### src/rtl/l3_port_arbiter.sv
// Round-robin arbiter sharing the single L3 port among the per-processor L2 FSMs.
// One transaction (fill or write-back) in flight; completion is routed back to the winner only.
module l3_port_arbiter #(
    parameter int NUM_L2                 = 4,
    parameter int ADDRESS_WIDTH          = 32,
    parameter int MAIN_MEMORY_DATA_WIDTH = 128
) (
    input  logic                                     clk,
    input  logic                                     reset,
    input  logic [NUM_L2-1:0]                        l2_read_req,
    input  logic [NUM_L2-1:0]                        l2_wb_req,
    input  logic [NUM_L2*ADDRESS_WIDTH-1:0]          l2_addr,
    input  logic [NUM_L2*MAIN_MEMORY_DATA_WIDTH-1:0] l2_wb_data,
    output logic [NUM_L2-1:0]                        l2_L3_ready,
    output logic [NUM_L2-1:0]                        l2_wb_verified,
    output logic [MAIN_MEMORY_DATA_WIDTH-1:0]        write_data_to_L2_from_L3_out,
    output logic                                     read_from_L3_request,
    output logic                                     write_back_to_L3_request,
    output logic [ADDRESS_WIDTH-1:0]                 cache_L3_memory_address,
    output logic [MAIN_MEMORY_DATA_WIDTH-1:0]        write_back_to_L3_data,
    input  logic                                     L3_ready,
    input  logic [MAIN_MEMORY_DATA_WIDTH-1:0]        write_data_to_L2_from_L3,
    input  logic                                     write_back_to_L3_verified,
    output logic [1:0]                               grant_id,
    output logic                                     arbiter_busy,
    output logic [1:0]                               state_dbg
);

    // L2 side: a requester holds read/wb level until it sees its own completion pulse.
    // L3 side: the request level stays high until the matching completion input is sampled.
    typedef enum logic [1:0] {
        S_IDLE    = 2'd0,
        S_ISSUE   = 2'd1,
        S_WAIT    = 2'd2,
        S_RELEASE = 2'd3
    } state_t;

    state_t     state, next_state;
    logic [1:0] rr_ptr;
    logic       op_wb;

    logic [3:0] req_vec, wb_vec;
    logic [1:0] scan_idx, win_idx;
    logic       win_found, win_wb, completion;
    logic [3:0] grant_onehot;

    logic              issue_wb, l3_active_d, finish;
    logic              read_req_d, wb_req_d, busy_d;
    logic [NUM_L2-1:0] ready_d, verified_d;

    assign state_dbg = state;

    // Widened to 4 bits so the 2-bit index works for every legal NUM_L2.
    always_comb begin
        req_vec = '0;
        wb_vec  = '0;
        req_vec[NUM_L2-1:0] = l2_read_req | l2_wb_req;
        wb_vec[NUM_L2-1:0]  = l2_wb_req;
    end

    always_comb begin
        win_found = 1'b0;
        win_idx   = rr_ptr;
        scan_idx  = rr_ptr;
        for (int k = 0; k < NUM_L2; k++) begin
            scan_idx = 2'((int'(rr_ptr) + k) % NUM_L2);
            if (!win_found && req_vec[scan_idx]) begin
                win_found = 1'b1;
                win_idx   = scan_idx;
            end
        end
    end

    assign win_wb       = wb_vec[win_idx];
    assign completion   = op_wb ? write_back_to_L3_verified : L3_ready;
    assign grant_onehot = 4'b0001 << grant_id;

    always_ff @(posedge clk) begin
        if (reset) state <= S_IDLE;
        else       state <= next_state;
    end

    always_comb begin
        next_state = state;
        case (state)
            S_IDLE:    if (win_found) next_state = S_ISSUE;
            S_ISSUE:   next_state = S_WAIT;
            S_WAIT:    if (completion) next_state = S_RELEASE;
            // Wait for the winner to drop its level so a stale request is not re-granted.
            S_RELEASE: if (!req_vec[grant_id]) next_state = S_IDLE;
            default:   next_state = S_IDLE;
        endcase
    end

    always_comb begin
        issue_wb    = (state == S_IDLE) ? win_wb : op_wb;
        l3_active_d = (next_state == S_ISSUE) || (next_state == S_WAIT);
        read_req_d  = l3_active_d && !issue_wb;
        wb_req_d    = l3_active_d && issue_wb;
        finish      = (state == S_WAIT) && (next_state == S_RELEASE);
        ready_d     = (finish && !op_wb) ? grant_onehot[NUM_L2-1:0] : '0;
        verified_d  = (finish && op_wb) ? grant_onehot[NUM_L2-1:0] : '0;
        busy_d      = (next_state != S_IDLE);
    end

    always_ff @(posedge clk) begin
        if (reset) begin
            read_from_L3_request         <= 1'b0;
            write_back_to_L3_request     <= 1'b0;
            l2_L3_ready                  <= '0;
            l2_wb_verified               <= '0;
            arbiter_busy                 <= 1'b0;
            grant_id                     <= 2'd0;
            cache_L3_memory_address      <= '0;
            write_back_to_L3_data        <= '0;
            write_data_to_L2_from_L3_out <= '0;
            op_wb                        <= 1'b0;
            rr_ptr                       <= 2'd0;
        end else begin
            read_from_L3_request     <= read_req_d;
            write_back_to_L3_request <= wb_req_d;
            l2_L3_ready              <= ready_d;
            l2_wb_verified           <= verified_d;
            arbiter_busy             <= busy_d;
            if (state == S_IDLE && win_found) begin
                grant_id                <= win_idx;
                cache_L3_memory_address <= l2_addr[int'(win_idx)*ADDRESS_WIDTH +: ADDRESS_WIDTH];
                write_back_to_L3_data   <= l2_wb_data[int'(win_idx)*MAIN_MEMORY_DATA_WIDTH +: MAIN_MEMORY_DATA_WIDTH];
                op_wb                   <= win_wb;
            end
            if (finish && !op_wb) write_data_to_L2_from_L3_out <= write_data_to_L2_from_L3;
            if (state == S_RELEASE && next_state == S_IDLE)
                rr_ptr <= (int'(grant_id) == NUM_L2 - 1) ? 2'd0 : grant_id + 2'd1;
        end
    end

endmodule

### config.mk
export PLATFORM = sky130hd
export DESIGN_NAME = l3_port_arbiter
export DESIGN_NICKNAME = d
export VERILOG_FILES = /design/src/rtl/l3_port_arbiter.sv
export SDC_FILE = /design/constraint.sdc
export NUM_CORES = 1
export LEC_CHECK = 0
export ABC_AREA = 1
export CORE_AREA = 2 2 426 428
export CTS_CLUSTER_DIAMETER = 40
export DETAILED_ROUTE_END_ITERATION = 12
export DIE_AREA = 0 0 428 430
export SKIP_CTS_REPAIR_TIMING = 1
export SLEW_MARGIN = 5
export SYNTH_ARGS = -nofsm -noshare
export SYNTH_HDL_FRONTEND = slang
export SYNTH_SLANG_ARGS = --single-unit
### constraint.sdc
create_clock -name clk -period 3.1 [get_ports clk]
set_clock_uncertainty 0.05 [all_clocks]
set_input_delay 0.62 -clock clk [delete_from_list [all_inputs] [get_ports clk]]
set_output_delay 0.62 -clock clk [all_outputs]
set_load 0.005 [all_outputs]
Word-level counts from Yosys, hierarchy flattened
Index checks and enable logic that the tools add are counted.

word-level totals
  input port bits = 780
  logic and storage cells = 82
  output and inout port bits = 303
  register bits after elaboration = 306

cells by class
  muxes and demuxes = 26
  equal/unequal tests = 7
  $lt $le $gt $ge = 6
  bitwise logic cells = 3
  add/sub/neg operators = 4
  reduce and logical (&&, ||, !) cells = 21
  shifts and indexed selects = 3

operators by type and width
  operator                                             number
  indexed part select 512 x 10 -> 128 bit              1
  indexed part select 128 x 8 -> 32 bit                1
  < comparator 2 x 3 -> 1 bit, second input constant   6
  two-way mux 2 bit                                    7
  binary-select mux 1 bit (select 2 bit)               6
  two-way mux 1 bit                                    12
  logical AND 1 bit                                    10
  equality test 2 bit, second input constant           4
  case mux 2 bit (4 select lines)                      1
  equality test 2 x 1 -> 1 bit, second input constant  3
  logical NOT 1 bit                                    5
  adder 2 x 1 -> 2 bit, second input constant          2
  adder 2 bit, second input constant                   2
  logical NOT 2 bit                                    2
  bitwise OR 4 bit                                     1
  OR reduction 2 bit                                   2
  << shifter 1 x 2 -> 4 bit, first input constant      1
  inverter 1 bit                                       2
  nonzero test 2 bit                                   1
  logical OR 1 bit                                     1

Longest topological paths before layout
  depth after elaboration = 20
  depth in mapped cells = 19
  mapped depth without buffers = 16

Worst setup path after synthesis
OpenSTA, ideal clock, no wires.

  path kind = input -> register
  from = input l2_read_req[3]
  to = register write_data_to_L2_from_L3_out[100]
  stages = 14
  slack = 463 ps
  required time = 2986 ps
  buffers on the path = 2
  setup time = 64 ps
  arrival time = 2523 ps
  cells stage by stage = nor2_1 > nand2_1 > nand3_1 > nand2_1 > nor2_8 > nand2_1 > o21ai_1 > nand2_1 > ha_1 > nand3_1 > clkbuf_1 > clkbuf_1 > o21ai_0 > nor2_1

on the way
  cells in the longest elaborated chain, start to end = 18
  elaborated cells between the ends (all ways) = 27
  those cells by class = eq/ne (1); mux (17); bitwise (1); reduce/logical (8)

ends and longest elaborated chain
  what                                     line  text
  start, declared                          10    input logic [NUM_L2-1:0] l2_read_req,
  bitwise OR 4 bit *                       57    req_vec[NUM_L2-1:0] = l2_read_req | l2_wb_req;
  binary-select mux 1 bit (select 2 bit)   67    if (!win_found && req_vec[scan_idx]) begin
  two-way mux 1 bit (implied by the code)  67
  two-way mux 1 bit                        67
  logical NOT 1 bit                        67
  logical AND 1 bit                        67
  two-way mux 1 bit                        67
  logical NOT 1 bit                        67
  [3 not listed]                           -
  logical AND 1 bit                        67
  two-way mux 1 bit                        67
  two-way mux 2 bit                        86    S_IDLE: if (win_found) next_state = S_ISSUE;
  case mux 2 bit (4 select lines) *        85    case (state)
  via next_state[0]                        38    state_t state, next_state;
  equality test 2 bit *                    100   finish = (state == S_WAIT) && (next_state == S_RELEASE);
  logical AND 1 bit *                      100
  logical AND 1 bit *                      131   if (finish && !op_wb) write_data_to_L2_from_L3_out <= write_data_to_L2_from_L3;
  end signal, assigned                     131
  end, declared                            16    output logic [MAIN_MEMORY_DATA_WIDTH-1:0] write_data_to_L2_from_L3_out,

The timed path passes the listed nets; every way through them passes the cells marked *. The select of a mux whose other input is x is not followed.
A chain may end at the register's enable or synchronous reset.

Worst setup path after layout
  from = input l2_read_req[1]
  to = register write_data_to_L2_from_L3_out[118]

Same word-level chain as after synthesis.

==> key figures <==
Outcome
  • Status: completed

Setup path
  • CP Data Required Time: 3570 ps
  • Crit end category: flip-flop
  • Crit Path Max Fanout: 58
  • Crit Path Class: input pin to flip-flop
  • Crit path launch type: input pin
  • Worst Path Arrival: 3400 ps

Synthesis
  • Largest cells by area after synthesis: dfxtp_1, nand2_1, inv_1
  • Area leader, netlist: dfxtp_1
  • Ys Warns: 0
  • Avg Cell Area, Syn: 5.79 µm²
  • Yosys cell types: 34
  • Post-Syn Instances: 3,270
  • Ys async rst share: 0%
  • Sequential fraction of the synthesis area: 32.3%
  • Number of synthesized flops with an enable pin: 0
  • Dominant synthesized flop cell: dfxtp_1
  • Syn Nets: 4,056
  • Syn Std Cell Area: 18,900 µm²
  • Seq cells post-synth: 306
  • Share of Yosys cell area claimed by the top area cell type: 32.3%

Global route
  • Largest net degree at the start of global routing: 104
  • GRT Overall Usage: 12.9%
  • Initial antenna violation count: 41
  • Remaining Overflow, GRT: 0
  • First-pass GRT wire length: 169,000 µm
  • Vias in the first global route: 23,400

Floorplan
  • Core area: 180,000 µm²
  • Die Y: 430 µm
  • Chip Width: 428 µm
  • Full die area: 184,000 µm²
  • Starting Density: 10.5%
  • Ports: 1,083
  • Core Rows: 156

Place
  • Dpl cells: 6,684
  • Routability cong.: 1.03
  • Setup Slack @ Placement: -515 ps
  • DP HPWL: 102,000 µm
  • Port Buffers: 1,082

Routing
  • First-pass DRT Iterations: 6
  • DRT antenna net count: 0
  • Via-per-instance ratio: 3.54
  • DR vias: 24,200
  • Routed wire per std cell: 17.9 µm
  • Drt drc: 0
  • Total wire length: 123,000 µm
  • DR iter-0 viols: 1,464

Timing
  • Final Critical Period: 2920 ps
  • Headroom to the max-slew limit: 53.4%
  • Final Hold Vio Count: 0
  • Worst slew pin tran: 692 ps
  • Worst hold margin: 302 ps
  • Final Cycle Share: 94.3%
  • Max Fclk: 342 MHz
  • # setup viols final: 0
  • RSZ-0062 raised after global routing: no
  • Final setup margin: 175 ps
  • Slew Viols, Final: 0

Min path
  • HP Class: input pin to flip-flop

Clock tree
  • Cts bufs inserted: 80
  • Clk buf depth: 3
  • Clock sinks: 306
  • CTS clk-pin slew, worst paths: 50 ps
  • Clock Latency Late Sink: 670 ps
  • Clock tree root buffer cell: clkbuf_16
  • CTS tree: built
  • H-tree levels: 3

Final layout
  • Final nets: 5,182
  • Fill count: 20,400
  • Share of layout cells above drive strength 1: 7.56%
  • Commonest non-fill, non-tap cell in the layout: clkdlybuf4s50_1
  • Most frequent cells in the layout: clkdlybuf4s50_1, nand2_1, inv_1, nor2_1, nand3_1
  • Area Overhead vs Synth: 91.1%
  • Final Instance Count excl. Fillers: 6,843

Pwr
  • Pwr/cell area: 554 nW/µm²
  • Max IR drop VDD: 368 µV
  • Total design power: 0.0201 W
  • Leakage: 17.0 nW

Run
  • Max_cap viols: 0
==> area by class of cell <==
cell class              instances  area [µm²]  area share, %
diodes                         13        32.5         0.0899
clock buffers                  98        2180           6.02
clock inverters                48         592           1.64
inverters                     661        2500           6.91
multi-input cells            2103        9300           25.7
flip-flops and latches        306        6130           16.9
well taps                    2370        2970           8.19
repair buffers               1244       12500           34.5
==> sequential cells by signal, indices dropped and copies added (netlist names) <==
signal and cells:
op_wb 1, rr_ptr 2, write_data_to_L2_from_L3_out 128, write_back_to_L3_request 1, arbiter_busy 1, grant_id 2
cache_L3_memory_address 32, write_back_to_L3_data 128, l2_L3_ready 4, l2_wb_verified 4, read_from_L3_request 1, state_dbg 2
==> final timing paths <==
| path | start | to | slack, ps | cells after the start |
|---|---|---|---|---|
| setup / recovery | l2_read_req[1] | write_data_to_L2_from_L3_out[118] | 180 | 17 |
| hold / removal | reset | state_dbg[1] | 300 | 2 |
| setup reg to reg | rr_ptr[1] | write_data_to_L2_from_L3_out[57] | 230 | 12 |
| hold reg to reg | write_data_to_L2_from_L3_out[88] | write_data_to_L2_from_L3_out[88] | 430 | 2 |
==> cell usage after synthesis (8+ instances only) <==
cell type,number
or2_1,18
buf_2,75
nand3_1,492
a21oi_1,8
clkbuf_1,77
inv_1,656
or2_2,10
buf_4,22
o21ai_0,132
buf_1,8
or2_0,132
nor2_1,595
dfxtp_1,306
nand2_1,690
buf_6,17
==> worst max-delay path: stages <==
cell and delay (ps):
clkdlybuf4s50_1 550, nor2_2 210, nand2_1 100, nand3_1 90
nand2_1 120, nor2_8 160, buf_4 110, nand2_1 60
o21ai_1 170, nand2_1 100, ha_1 240, nand3_4 130
buf_12 190, inv_4 70, buf_12 170, nor2_1 140
nor2_1 60
==> stage by stage <==
step | TNS, ps | instance area (µm²) | utilization, %
floorplan | 0 | 18900 | -
global placement | -122780 | 33400 | 18.6
detailed placement | -119710 | 33400 | 18.6
CTS | 0 | 36200 | 20.1
global route | 0 | 36200 | 20.1
finish | 0 | 36200 | 20.1
==> power by group <==
group / internal, W / total (W) / leakage, nW / switching [W]
combinational: 0.00318 / 0.00646 / 13.1 / 0.00328
clock: 0.00583 / 0.00869 / 1.35 / 0.00287
sequential: 0.00452 / 0.00491 / 2.52 / 0.000388
total: 0.0135 / 0.0201 / 17.0 / 0.00653
==> layer usage <==
layer  routed length [µm]  vias to the layer above  track usage [%]
li1                     -                    12000                -
met1                47000                    11000             14.4
met2                59000                      999             21.8
met3                12600                      193             5.41
met4                 3780                       18             4.95
met5                  122                        -                0
==> kinds of logic (layout without fill, tap and decap cells) <==
logic type                 count (synthesis)  after routing  share of synthesized area [%]
and+or+nand+nor                         1951           1951                           44.5
AOI/OAI and AO/OA                        146            146                           3.99
adders and majority gates                  6              6                          0.396
other                                      0             13                              0
buffers and inverters                    861           2051                           18.7
DFF                                      306            306                           32.3
Note: power is estimated with default switching activity, not from simulation.
